$ cat src/rtl/axi_rd_pkg.sv
// Shared types and constants for the AXI read responder.
//   rd_state_e    : responder FSM states
//   BURST_*       : ARBURST encodings
//   RESP_*        : RRESP encodings
//   AXI_*_BITS    : AXI channel field widths
package axi_rd_pkg;

    localparam int AXI_IDS_BITS  = 8;
    localparam int AXI_ADDR_BITS = 32;
    localparam int AXI_LEN_BITS  = 4;
    localparam int AXI_SIZE_BITS = 3;
    localparam int AXI_DATA_BITS = 32;

    typedef enum logic [1:0] {
        IDLE,
        FETCH,
        WAIT,
        RESP
    } rd_state_e;

    localparam logic [1:0] BURST_FIXED = 2'b00;
    localparam logic [1:0] BURST_INCR  = 2'b01;
    localparam logic [1:0] BURST_WRAP  = 2'b10;

    localparam logic [1:0] RESP_OKAY   = 2'b00;
    localparam logic [1:0] RESP_SLVERR = 2'b10;

    localparam logic [AXI_SIZE_BITS-1:0] SIZE_4B = 3'b010;

endpackage

$ cat src/rtl/axi_rd_addr_gen.sv
// Combinational next-beat address generator and burst-type legality check.
// Optional feature macro: AXI_RD_WRAP_EN enables WRAP bursts of 2/4/8/16 beats;
// without it every WRAP burst is reported illegal.
//   addr      in  current beat byte address
//   len       in  burst length (beats-1)
//   burst     in  burst type
//   next_addr out byte address of the following beat
//   burst_ok  out burst type/length combination is supported
module axi_rd_addr_gen
    import axi_rd_pkg::*;
(
    input  logic [AXI_ADDR_BITS-1:0] addr,
    input  logic [AXI_LEN_BITS-1:0]  len,
    input  logic [1:0]               burst,
    output logic [AXI_ADDR_BITS-1:0] next_addr,
    output logic                     burst_ok
);

    logic [AXI_ADDR_BITS-1:0] incr_addr;
    logic [AXI_ADDR_BITS-1:0] wrap_mask;
    logic [AXI_ADDR_BITS-1:0] wrap_addr;
    logic                     wrap_ok;

    always_comb begin
        incr_addr = addr + 32'd4;
        // Mask covers the byte span of the whole burst, so only the low bits advance.
        wrap_mask = ((AXI_ADDR_BITS'(len) + 32'd1) << 2) - 32'd1;
        wrap_addr = (addr & ~wrap_mask) | (incr_addr & wrap_mask);
`ifdef AXI_RD_WRAP_EN
        wrap_ok   = (len == 4'd1) || (len == 4'd3) || (len == 4'd7) || (len == 4'd15);
`else
        wrap_ok   = 1'b0;
`endif
    end

    always_comb begin
        next_addr = addr;
        burst_ok  = 1'b0;
        unique case (burst)
            BURST_FIXED: begin
                next_addr = addr;
                burst_ok  = 1'b1;
            end
            BURST_INCR: begin
                next_addr = incr_addr;
                burst_ok  = 1'b1;
            end
            BURST_WRAP: begin
                next_addr = wrap_addr;
                burst_ok  = wrap_ok;
            end
            default: begin
                next_addr = addr;
                burst_ok  = 1'b0;
            end
        endcase
    end

endmodule

$ cat src/rtl/axi_read_responder.sv
// AXI slave-side read responder in front of a 1-cycle synchronous SRAM.
// Accepts one AR request at a time and returns ARLEN+1 R beats, one SRAM fetch
// per beat (IDLE -> FETCH -> WAIT -> RESP), honouring RREADY backpressure.
// Optional feature macro: AXI_RD_WRAP_EN (WRAP burst support, see axi_rd_addr_gen).
//   clk, rst        clock / asynchronous active-low reset
//   AR*_S           read address channel (ARID carries the master tag)
//   R*_S            read data channel
//   CS, OE, A, DO   SRAM chip select, output enable, word address, read data
module axi_read_responder
    import axi_rd_pkg::*;
#(
    parameter int unsigned ADDR_WIDTH = 14
) (
    input  logic                     clk,
    input  logic                     rst,
    input  logic [AXI_IDS_BITS-1:0]  ARID_S,
    input  logic [AXI_ADDR_BITS-1:0] ARADDR_S,
    input  logic [AXI_LEN_BITS-1:0]  ARLEN_S,
    input  logic [AXI_SIZE_BITS-1:0] ARSIZE_S,
    input  logic [1:0]               ARBURST_S,
    input  logic                     ARVALID_S,
    output logic                     ARREADY_S,
    output logic [AXI_IDS_BITS-1:0]  RID_S,
    output logic [AXI_DATA_BITS-1:0] RDATA_S,
    output logic [1:0]               RRESP_S,
    output logic                     RLAST_S,
    output logic                     RVALID_S,
    input  logic                     RREADY_S,
    output logic                     CS,
    output logic                     OE,
    output logic [ADDR_WIDTH-1:0]    A,
    input  logic [AXI_DATA_BITS-1:0] DO
);

    rd_state_e                state_q, state_d;
    logic [AXI_IDS_BITS-1:0]  id_q;
    logic [AXI_ADDR_BITS-1:0] addr_q;
    logic [AXI_LEN_BITS-1:0]  len_q;
    logic [1:0]               burst_q;
    logic [AXI_LEN_BITS-1:0]  cnt_q;
    logic                     size_err_q;
    logic [AXI_DATA_BITS-1:0] rdata_q;

    logic [AXI_ADDR_BITS-1:0] next_addr;
    logic                     burst_ok;
    logic                     err;
    logic                     last_beat;
    logic                     ar_fire;
    logic                     r_fire;

    // Legality is judged on the latched request; it is ready by the first FETCH.
    axi_rd_addr_gen u_addr_gen (
        .addr      (addr_q),
        .len       (len_q),
        .burst     (burst_q),
        .next_addr (next_addr),
        .burst_ok  (burst_ok)
    );

    assign err       = size_err_q | ~burst_ok;
    assign last_beat = (cnt_q == len_q);
    assign ar_fire   = ARVALID_S & ARREADY_S;
    assign r_fire    = RVALID_S & RREADY_S;

    always_comb begin
        state_d   = state_q;
        ARREADY_S = 1'b0;
        RVALID_S  = 1'b0;
        CS        = 1'b0;
        unique case (state_q)
            IDLE: begin
                ARREADY_S = 1'b1;
                if (ARVALID_S) state_d = FETCH;
            end
            FETCH: begin
                CS      = ~err;
                state_d = WAIT;
            end
            WAIT: begin
                state_d = RESP;
            end
            RESP: begin
                RVALID_S = 1'b1;
                if (RREADY_S) state_d = last_beat ? IDLE : FETCH;
            end
        endcase
    end

    assign OE      = CS;
    assign A       = addr_q[ADDR_WIDTH+1:2];
    assign RID_S   = id_q;
    assign RDATA_S = rdata_q;
    assign RRESP_S = (RVALID_S && err) ? RESP_SLVERR : RESP_OKAY;
    assign RLAST_S = RVALID_S & last_beat;

    always_ff @(posedge clk or negedge rst) begin
        if (!rst) begin
            state_q    <= IDLE;
            id_q       <= '0;
            addr_q     <= '0;
            len_q      <= '0;
            burst_q    <= BURST_FIXED;
            cnt_q      <= '0;
            size_err_q <= 1'b0;
            rdata_q    <= '0;
        end else begin
            state_q <= state_d;
            if (ar_fire) begin
                id_q       <= ARID_S;
                addr_q     <= ARADDR_S;
                len_q      <= ARLEN_S;
                burst_q    <= ARBURST_S;
                cnt_q      <= '0;
                size_err_q <= (ARSIZE_S != SIZE_4B);
            end
            // SRAM data is valid in the cycle after FETCH.
            if (state_q == WAIT) begin
                rdata_q <= err ? '0 : DO;
            end
            if (r_fire && !last_beat) begin
                cnt_q  <= cnt_q + 4'd1;
                addr_q <= next_addr;
            end
        end
    end

endmodule
$ cat config.mk
export PLATFORM = sky130hd
export DESIGN_NAME = axi_read_responder
export DESIGN_NICKNAME = d
export VERILOG_FILES = /design/src/rtl/axi_rd_pkg.sv /design/src/rtl/axi_rd_addr_gen.sv /design/src/rtl/axi_read_responder.sv
export SDC_FILE = /design/constraint.sdc
export NUM_CORES = 1
export LEC_CHECK = 0
export CAP_MARGIN = 25
export CELL_PAD_IN_SITES_DETAIL_PLACEMENT = 0
export CELL_PAD_IN_SITES_GLOBAL_PLACEMENT = 1
export CORE_MARGIN = 1.5
export CORE_UTILIZATION = 34
export CTS_CLUSTER_SIZE = 24
export DETAILED_ROUTE_END_ITERATION = 12
export PLACE_DENSITY = 0.89
export SETUP_SLACK_MARGIN = 0.02
export SYNTH_ARGS = -nofsm -noshare
export SYNTH_HDL_FRONTEND = slang
export SYNTH_SLANG_ARGS = --single-unit
export TNS_END_PERCENT = 1
$ cat constraint.sdc
create_clock -name clk -period 3.5 [get_ports clk]
set_input_delay 0.7 -clock clk [delete_from_list [all_inputs] [get_ports clk]]
set_output_delay 0.7 -clock clk [all_outputs]
set_load 0.03 [all_outputs]
==> After elaboration in Yosys (flattened, before gate mapping) <==
Index checks and enable logic that the tools add are counted.
{ "op_classes": {"multipliers": 0, "addsub": 4, "reduce_logical": 9, "n_shift": 0, "bitwise_logic": 10, "n_eq_ne": 10, "magnitude_cmp": 0, "n_mux": 15, "n_div": 0} }
{ "op_table": {"columns": ["operator", "n"], "rows": [
  ["32-bit 2-to-1 mux", 3],
  ["32-bit bitwise AND", 2],
  ["32-bit case mux with 2 select lines", 1],
  ["32-bit by 3-bit adder with 32-bit output, second input constant", 1],
  ["32-bit inverter", 1],
  ["32-bit bitwise OR", 1],
  ["32-bit by 1-bit subtractor with 32-bit output, second input constant", 1],
  ["4-bit 2-to-1 mux", 2],
  ["2-bit case mux with 4 select lines", 1],
  ["2-bit equality test, second input constant", 3],
  ["2-bit 2-to-1 mux", 3],
  ["4-bit by 1-bit adder with 5-bit output, second input constant", 1],
  ["1-bit 2-to-1 mux", 5],
  ["4-bit by 1-bit adder with 4-bit output, second input constant", 1],
  ["2-bit by 1-bit equality test with 1-bit output, second input constant", 2],
  ["4-bit equality test", 1],
  ["2-bit logical NOT", 2],
  ["2-bit != test, second input constant", 2],
  ["2-bit AND reduction", 2],
  ["1-bit bitwise AND", 3],
  ["3-bit by 1-bit != test with 1-bit output, second input constant", 1],
  ["3-bit by 2-bit != test with 1-bit output, second input constant", 1],
  ["1-bit logical AND", 2],
  ["1-bit inverter", 2],
  ["4 further kinds", 4]
]} }
{ "word_totals": {"mem_count": 0, "inputBits": 85, "rom_bits": 0, "word_cells": 56, "register_bits": 85, "mem_bits_rw": 0, "output_inout_bits": 61, "latchBits": 0} }

==> Longest topological paths before layout <==
{ "depth": {"word_depth": 7, "depth_mapped": 11, "depth_no_buf": 10} }

==> Cells and area by module <==
From an unflattened synthesis, not the netlist that was laid out.
{ "unflattened": {"cells_unflattened": 546, "hier_area_um2": 5272.6} }
{ "by_module_without_submodules": {"columns": ["mod", "seq_area_each_um2", "cells_per_inst", "area_per_inst_um2", "instances"], "rows": [
  ["axi_read_responder", 2127.0, 334, 3970.1, 1],
  ["axi_rd_addr_gen", 0.0, 212, 1302.5, 1]
]} }

==> Worst setup path before layout <==
No wires, ideal clock.
{ "synth_path": {"path_kind": "register to register", "start": "reg len_q[1]", "end": "reg (tool-made name)", "setup_time_ns": 0.126, "t_arrival_ns": 1.953, "setup_slack_ns": 1.421, "t_required_ns": 3.374, "stages_incl_launch_ff": 11, "n_path_buf": 0, "period_less_slack_ns": 2.079, "path_cell_list": "dfrtp_1 > ha_1 > and2_1 > a21oi_1 > nor2b_1 > ha_1 > a21oi_1 > nand3b_1 > o21ai_0 > nand2_1 > a221o_1"} }
{ "synth_lines": {"columns": ["element", "line", "text"], "rows": [
  ["from (decl)", "axi_read_responder.sv:38", "logic [AXI_LEN_BITS-1:0] len_q;"],
  ["from (signal assigned)", "axi_read_responder.sv:101", "len_q <= '0;"],
  ["from (signal assigned)", "axi_read_responder.sv:111", "len_q <= ARLEN_S;"]
]} }

==> Final worst setup path <==
{ "layout_path": {"start": "reg len_q[3]", "end": "out RLAST_S"} }
{ "layout_between": {"elab_chain_cells": 2} }
{ "layout_rtl": {"columns": ["element", "line", "text"], "rows": [
  ["4-bit equality test", "axi_read_responder.sv:61", "assign last_beat = (cnt_q == len_q);"],
  ["1-bit bitwise AND", "axi_read_responder.sv:94", "assign RLAST_S = RVALID_S & last_beat;"],
  ["to (decl)", "axi_read_responder.sv:26", "output logic RLAST_S,"]
]} }
Every way passes these cells.

==> results.cfg <==
[clocking]
cts-buffers-inserted = 9
ctsRootBufferMaster = clkbuf_8
cts_tree = built
cts_resized = 0
postCtsSetupRepairBufs = 0
clk_latency_ns = 0.36
clk_pin_slew_ns = 0.07
clock_sinks = 67
holdBufCountCts = 0
h-tree-depth = 3
clk_path_buf_depth = 2

[hold_path]
whs_path_depth = 2
hold_path_class = reg -> reg

[synthesis]
syn_area_per_cell_um2 = 9.20
yosysMostFrequentCell = dfrtp_1
synth_top_area_frac = 0.480
yosys.area.top_type = dfrtp_1
yosysWarnings = 0
synth_cells = 380
synth_nets = 474
synth_edf_count = 0
synth_ff_type = dfrtp_1
synth_seq_area_share = 0.480
yosys-top-cells-area = dfrtp_1, o21ai_0, nand2_1
yosys_register_bits = 67
synth_cell_types = 55
synth_common_cells = dfrtp_1, o21ai_0, nand2_1
async_flop_share = 1.00
synthesis.area_um2 = 3500

[final_layout]
area_growth_pct = 45.8
stdcell_count = 642
diodes = 0
drive_above_1_share = 0.0864
nNetsFinal = 598

[floorplanning]
core_area_um2 = 9860
chipHeight_um = 104
die_area_um2 = 10900
initial_utilization = 0.354
num_io_pins = 146
die_x_um = 104
row_count = 36

[grt]
globalRouteOverflowTotal = 0
grt_max_degree = 68
grt_first_pass_wirelength_mm = 15.6
antenna_found_initial = 0
grt_pass1_vias = 3185
grt.total_usage = 0.180

[sta]
hold_ws_ns = 0.486
setup_viol = 0
rsz0062_at_grt = no
worst_slew_pin_slew_ns = 0.888
hold_violations = 0
slew_violations = 0
min_period_over_period = 0.884
fin_skew_ns = 0.0108
relSlewSlack = 0.408
tns_ns = 0
max_freq_mhz = 323
period_minus_slack_ns = 3.09

[worst_setup_path]
cp.buffers_inverters = 1
crit_type = reg -> out
cp_slowest_stage_delay_ns = 0.67
worstPathCellList = xor2_1 > nor4_2 > and2_1 > clkdlybuf4s50_1
r2r_cells = 10
slowest_stage = clkdlybuf4s50_1
critical_path.max_fanout = 11
cp.arrival_ns = 2.39
path_depth = 4
crit_path_end_kind = output pin
required_ns = 2.80
crit_path_start_kind = register
critical-path-top-delay-family = buffers and inverters

[placed_design]
place_congestion = 0.785
io_buffers = 126
dp_cells = 626
dp_hpwl_mm = 6.77

[drt]
routed_wl_mm = 9.34
first_iter_violations = 127
antenna_left = 0
viasPerCell = 4.82
drc = 0
drtPass1Iterations = 4
wire_per_inst_um = 14.5
vias = 3097

[pwr]
total_power_mw = 4.57
power_density_nw_per_um2 = 896
power_leakage_nw = 2.12
vdd_ir_drop_max_mv = 0.367

[flow_run]
maxCapViolations = 0

[outcome]
outcome = complete, no violations
cell type report:
cell class / count / area [um2]
fill: 888 / 4770
timing repair buffer: 132 / 1320
clock inverter: 4 / 47.5
multi-input combinational: 254 / 1570
tap: 133 / 166
inverter: 40 / 150
clock buffer: 12 / 165
sequential: 67 / 1680
metrics by stage:
stage,util,cell area (um2),setup slack [ns]
after floorplan,-,3500,1.42
after global placement,0.492,4860,0.794
after detailed placement,0.495,4880,0.769
after CTS,0.517,5100,0.352
after global routing,0.517,5100,0.234
final,0.517,5100,0.408
worst paths after layout:
| kind | to | slack, ns | start |
|---|---|---|---|
| max | RLAST_S | 0.41 | len_q[3]$_DFFE_PN0P_ |
| min | size_err_q$_DFFE_PN0P_ | 0.49 | size_err_q$_DFFE_PN0P_ |
| max reg2reg | register | 1.05 | len_q[0]$_DFFE_PN0P_ |
| min reg2reg | size_err_q$_DFFE_PN0P_ | 0.49 | size_err_q$_DFFE_PN0P_ |
| max in group asynchronous | RDATA_S[17]$_DFFE_PN0N_ | 2.36 | rst |
| min in group asynchronous | async pin | 0.52 | rst |
tightest hold or removal path, stage by stage (launching register included):
cell and delay (ns):
dfrtp_1 0.35, nand2_1 0.05, o21ai_0 0.06
cell families (layout without fill, tap and decap cells):
family,count (synthesis),after routing,share of synthesized area
and+or+nand+nor,120,120,0.167
AOI/OAI and AO/OA,98,98,0.172
DFF,67,67,0.480
buffers and inverters,59,188,0.0712
muxes,17,17,0.0540
adders and majority gates,9,9,0.0322
xor gates and xnor gates,9,9,0.0225
other,1,1,0.00107
per-layer routing:
| layer | share of wire | track usage |
|---|---|---|
| met5 | 0 | 0 |
| met4 | 0.013 | 0.0565 |
| met3 | 0.089 | 0.0783 |
| met2 | 0.48 | 0.297 |
| met1 | 0.42 | 0.208 |
cell usage in the layout (no fill, tap or decap), drive strengths merged, types with 2 or more instances in the layout:
cell           netlist  final
a221o                2      2
o41ai                2      2
inv                 40     40
nand2b               2      2
xor2                 7      7
nor2                16     16
clkinv               0      2
and2                 7      7
xnor2                2      2
dfrtp               67     67
and3                 4      4
mux2                15     15
o31a                 3      3
mux2i                2      2
a21oi               13     13
nand3                8      8
nor2b                5      5
a21boi               2      2
nor4                 4      4
o22ai                2      2
a31oi                2      2
clkdlybuf4s50        0    125
clkbuf              10     12
nand2               53     53
o21ai               60     60
nor3                 9      9
nor3b                4      4
ha                   9      9
buf                  9      7
a21o                 3      3
nand3b               2      2
report_power, final:
group / internal [mW] / total, mW / switching (mW)
registers: 1.10 / 1.42 / 0.315
clock network: 0.385 / 0.692 / 0.307
logic: 1.04 / 2.45 / 1.41
total: 2.53 / 4.57 / 2.04
Note: power is estimated with default switching activity, not from simulation.
